## config.mk

```make
export PLATFORM = sky130hd
export DESIGN_NAME = count_sequencer
export DESIGN_NICKNAME = d
export VERILOG_FILES = /design/src/rtl/count_sequencer.sv
export SDC_FILE = /design/constraint.sdc
export NUM_CORES = 1
export LEC_CHECK = 0
export ABC_CLOCK_PERIOD_IN_PS = 2760
export CAP_MARGIN = 5
export CORE_MARGIN = 5
export CORE_UTILIZATION = 52
export DETAILED_ROUTE_END_ITERATION = 10
export GPL_ROUTABILITY_DRIVEN = 1
export HOLD_SLACK_MARGIN = 0.02
export PLACE_DENSITY = 0.93
export SYNTH_ARGS = -nofsm -noshare
export SYNTH_HDL_FRONTEND = slang
export SYNTH_SLANG_ARGS = --single-unit
```

## constraint.sdc

```tcl
create_clock -name clk -period 2.76 [get_ports clk]
set_clock_uncertainty 0.2 [all_clocks]
set_input_delay 0.552 -clock clk [delete_from_list [all_inputs] [get_ports clk]]
set_output_delay 0.552 -clock clk [all_outputs]
set_load 0.1 [all_outputs]
```

## src/rtl/count_sequencer.sv

```systemverilog
// Sequencer for the lab bit-counter: runs a WIDTH-bit count through a latched
// number of 0..limit passes with start/pause/abort. SEQ_DOWN_EN adds down-counting.
module count_sequencer #(
  parameter int unsigned WIDTH  = 4,
  parameter int unsigned PASS_W = 4
) (
  input  logic              clk,
  input  logic              rst_n,
  input  logic              start,
  input  logic              pause,
  input  logic              abort,
`ifdef SEQ_DOWN_EN
  input  logic              down,
`endif
  input  logic [WIDTH-1:0]  limit,
  input  logic [PASS_W-1:0] passes,
  output logic [WIDTH-1:0]  count,
  output logic [PASS_W-1:0] pass_cnt,
  output logic [1:0]        state,
  output logic              busy,
  output logic              done
);

  typedef enum logic [1:0] {
    IDLE = 2'd0,
    RUN  = 2'd1,
    HOLD = 2'd2,
    DONE = 2'd3
  } state_e;

  state_e            state_q;
  logic [WIDTH-1:0]  count_q;
  logic [WIDTH-1:0]  limit_q;
  logic [PASS_W-1:0] pass_cnt_q;
  logic [PASS_W-1:0] passes_q;
  logic              busy_q;
  logic              done_q;

  logic [PASS_W-1:0] pass_inc_d;
  logic [WIDTH-1:0]  count_step_d;
  logic [WIDTH-1:0]  count_reload_d;
  logic              terminal_d;
  logic              last_pass_d;

`ifdef SEQ_DOWN_EN
  logic down_q;

  always_comb begin
    terminal_d     = down_q ? (count_q == '0) : (count_q == limit_q);
    count_step_d   = down_q ? (count_q - WIDTH'(1)) : (count_q + WIDTH'(1));
    count_reload_d = down_q ? limit_q : '0;
  end
`else
  always_comb begin
    terminal_d     = (count_q == limit_q);
    count_step_d   = count_q + WIDTH'(1);
    count_reload_d = '0;
  end
`endif

  // Pass increment wraps at PASS_W bits, which gives free-run its modulo behaviour.
  always_comb begin
    pass_inc_d  = pass_cnt_q + PASS_W'(1);
    last_pass_d = (passes_q != '0) && (pass_inc_d == passes_q);
  end

  always_ff @(posedge clk or negedge rst_n) begin
    if (!rst_n) begin
      state_q    <= IDLE;
      count_q    <= '0;
      pass_cnt_q <= '0;
      limit_q    <= '0;
      passes_q   <= '0;
      busy_q     <= 1'b0;
      done_q     <= 1'b0;
`ifdef SEQ_DOWN_EN
      down_q     <= 1'b0;
`endif
    end else begin
      done_q <= 1'b0;
      case (state_q)
        IDLE: begin
          count_q    <= '0;
          pass_cnt_q <= '0;
          busy_q     <= 1'b0;
          if (start) begin
            limit_q  <= limit;
            passes_q <= passes;
            state_q  <= RUN;
            busy_q   <= 1'b1;
`ifdef SEQ_DOWN_EN
            down_q   <= down;
            count_q  <= down ? limit : '0;
`endif
          end
        end
        RUN: begin
          if (abort) begin
            state_q    <= IDLE;
            count_q    <= '0;
            pass_cnt_q <= '0;
            busy_q     <= 1'b0;
          end else if (pause) begin
            state_q <= HOLD;
          end else if (terminal_d) begin
            pass_cnt_q <= pass_inc_d;
            if (last_pass_d) begin
              state_q <= DONE;
              count_q <= '0;
              busy_q  <= 1'b0;
              done_q  <= 1'b1;
            end else begin
              count_q <= count_reload_d;
            end
          end else begin
            count_q <= count_step_d;
          end
        end
        HOLD: begin
          if (abort) begin
            state_q    <= IDLE;
            count_q    <= '0;
            pass_cnt_q <= '0;
            busy_q     <= 1'b0;
          end else if (!pause) begin
            state_q <= RUN;
          end
        end
        DONE: begin
          state_q    <= IDLE;
          count_q    <= '0;
          pass_cnt_q <= '0;
          busy_q     <= 1'b0;
        end
        default: begin
          state_q    <= IDLE;
          count_q    <= '0;
          pass_cnt_q <= '0;
          busy_q     <= 1'b0;
        end
      endcase
    end
  end

  assign count    = count_q;
  assign pass_cnt = pass_cnt_q;
  assign state    = state_q;
  assign busy     = busy_q;
  assign done     = done_q;

endmodule
```

==> impl_metrics.tcl <==
set metrics [dict create \
    status "complete, no violations" \
    routed_wl_um 2211 \
    p_sw_uw 291.3 \
    die_y_um 55.31 \
    synth_top_family_by_area "simple AND/OR/NAND/NOR gates" \
    critPathArrivalTime_ns 2.03 \
    rsz0062_at_grt "false" \
    drtIter0Drc 12 \
    hold_viol_final 0 \
    vias 852 \
    max_freq_mhz 504.8 \
    clk_path_buf_depth 2 \
    regArea_um2 500.5 \
    drt-pass1-iter-count 4 \
    syn_inst 96 \
    cts_buffers 3 \
    gr-total-overflow 0 \
    power.leakage_nw 0.6103 \
    die-width_um 55.31 \
    pwr-share-seq_pct 46.9 \
    fin_crit_ns 1.981 \
    max_slew_margin_pct 67.73 \
    num-nets-final 139 \
    p_clk_share_pct 21.0 \
    post_cts_buffers 0 \
    multi_input_area_um2 548.0 \
    power_density_nw_per_um2 599.4 \
    synthAdderAreaFrac_pct 2.345 \
    gp_congestion 0.8393 \
    htreeDepth 1 \
    muxShareOfSynthArea_pct 9.379 \
    cts_sinks 20 \
    clock_latency_ns 0.30 \
    pre_cts_ws_ns 0.5151 \
    synth_xor_area_share_pct 6.565 \
    ys_ff_latch 20 \
    critPathLaunchType "input port" \
    clk_pin_slew_ns 0.11 \
    wl_per_cell_um 14.74 \
    grt_pass1_vias 820 \
    initial_core_util_pct 54.40 \
    p_comb_share_pct 32.1 \
    ir_drop_mv 0.3790 \
    fin_ws_ns 0.7789 \
    antenna_cells 0 \
    area_delta_synth_final_pct 26.26 \
    antenna_left 0 \
    maxSlewViolCount 0 \
    num_rows 16 \
    numPortBuffers 24 \
    grt_max_degree 21 \
    cap_violations 0 \
    synth_compound_area_share_pct 14.89 \
    p_total_uw 807.7 \
    cts_tree "yes" \
    critical_path.max_fanout 6 \
    dp_hpwl_um 1684 \
    syn-num-nets 111 \
    intPower_uw 516.4 \
    yosysSeqAreaShare_pct 46.89 \
    crit_required_ns 2.81 \
    switching_share_pct 36.07 \
    ios 25 \
    grt_usage_pct 15.77 \
    finish.utilization_pct 68.69 \
    netlist_area_um2 1067 \
    synthSimpleGateAreaFrac_pct 18.17 \
    end_kind "register" \
    hold_class "reg -> reg" \
    setup_viol 0 \
    nFillCells 170 \
    setup.worst_path.class "in -> reg" \
    worstMarginPinSlew_ns 0.4835 \
    antenna_found_initial 0 \
    ctsHoldBuffers 0 \
    synthDistinctLibCells 32 \
    core_area_um2 1962 \
    tns_ns 0 \
    syn_avg_cell_area_um2 11.12 \
    fin_crit_sh_pct 71.78 \
    viasPerCell 5.680 \
    drive_above_1_share_pct 26.83 \
    cts_resized 0 \
    grt_pass1_wl_um 3884 \
    drc 0 \
    cts-root-buf "clkbuf_4" \
    yosysWarnings 0 \
    die_area_um2 3059 \
]
## sequential cells by signal (all words and copies together) (netlist names)
register	count
busy	1
state	2
done	1
limit_q	4
count	4
pass_cnt	4
passes_q	4
## layout make-up
class,count,share of cell area [%]
multi-input cells,72,40.67
flip-flops and latches,20,37.14
repair buffers,26,16.71
clock buffers,4,2.693
well taps,27,2.507
inverters,1,0.2786
## worst paths after layout
kind	start	to	slack (ns)	cells after the start
setup / recovery	abort	count[2]	0.78	6
hold / removal	limit_q[0]	limit_q[0]	0.34	1
setup reg to reg	pass_cnt[0]	state[1]	0.81	6
hold reg to reg	limit_q[0]	limit_q[0]	0.34	1
max in group asynchronous	rst_n	count[0]	1.78	2
min in group asynchronous	rst_n	pass_cnt[3]	0.37	2
## worst max-delay path, stage by stage
cell and delay (ns):
clkdlybuf4s50_1 0.47, nor2_1 0.19, nand2_1 0.16, or2_4 0.30, nor4b_2 0.24, a21o_1 0.11
## power groups by stage
stage	Combinational (mW)	Clock [mW]	Sequential, mW
after global routing	0.279	0.189	0.386
after CTS	0.261	0.175	0.378
after detailed placement	0.260	0	0.385
after global placement	0.254	0	0.381
final	0.259	0.170	0.379
after floorplan	0.132	0	0.443
## per-stage QoR
stage,cell area (um2),instances,hold slack (ns)
6_report,1348,150,0.3444
3_5_place_dp,1311,146,0.3219
2_1_floorplan,1067,96,0.05641
5_1_grt,1348,150,0.3638
3_3_place_gp,1311,146,0.3094
4_1_cts,1348,150,0.3478
## per-layer routing
| layer | wire, um | vias up | GRT usage, % |
|---|---|---|---|
| met5 | 0 | - | 0 |
| met4 | 23 | 0 | 6.597 |
| met3 | 106 | 2 | 3.497 |
| met2 | 1142 | 17 | 27.20 |
| met1 | 938 | 424 | 18.76 |
| li1 | - | 409 | - |
## synthesized netlist by cell type, drive strengths merged
master / n / area, um2
o2111ai: 1 / 15.01
nand2b: 3 / 18.77
a31o: 1 / 8.760
o31ai: 1 / 7.510
xnor2: 2 / 17.52
nor3b: 1 / 18.77
xor2: 6 / 52.55
nor2: 4 / 15.01
nor4: 1 / 21.27
mux2: 8 / 90.09
and2b: 1 / 7.510
o22ai: 1 / 6.260
nor3: 4 / 20.02
nand3b: 2 / 15.01
dfrtp: 20 / 500.5
and3: 1 / 6.260
nor4b: 1 / 15.01
a21oi: 4 / 20.02
a211oi: 1 / 7.510
nand4: 3 / 18.77
a41oi: 1 / 8.760
nand3: 2 / 10.01
inv: 1 / 3.750
mux2i: 1 / 10.01
nand2: 5 / 18.77
buf: 3 / 15.01
o21ai: 10 / 50.05
o211ai: 1 / 12.51
a21o: 3 / 22.52
ha: 2 / 25.02
or2: 1 / 8.760
## cell families after synthesis
| kind of cell | Yosys count |
|---|---|
| XOR/XNOR | 8 |
| adder cells (fa/ha/maj) | 2 |
| buffers and inverters | 4 |
| AND/OR/NAND/NOR | 29 |
| flip-flops | 20 |
| AO/OA/AOI/OAI | 24 |
| multiplexers | 9 |
## placed cells by master, fill, tap and decap left out, drive strengths merged, types with 2 or more instances in the layout
cell / n
clkbuf: 4
nand2: 5
nor3: 4
nand3b: 2
xor2: 6
nand3: 2
mux2: 8
o21ai: 10
ha: 2
buf: 14
a21o: 3
dfrtp: 20
clkdlybuf4s50: 12
nor2: 4
a21oi: 4
nand2b: 3
xnor2: 2
nand4: 3
Power figures use the tool's default switching activity.
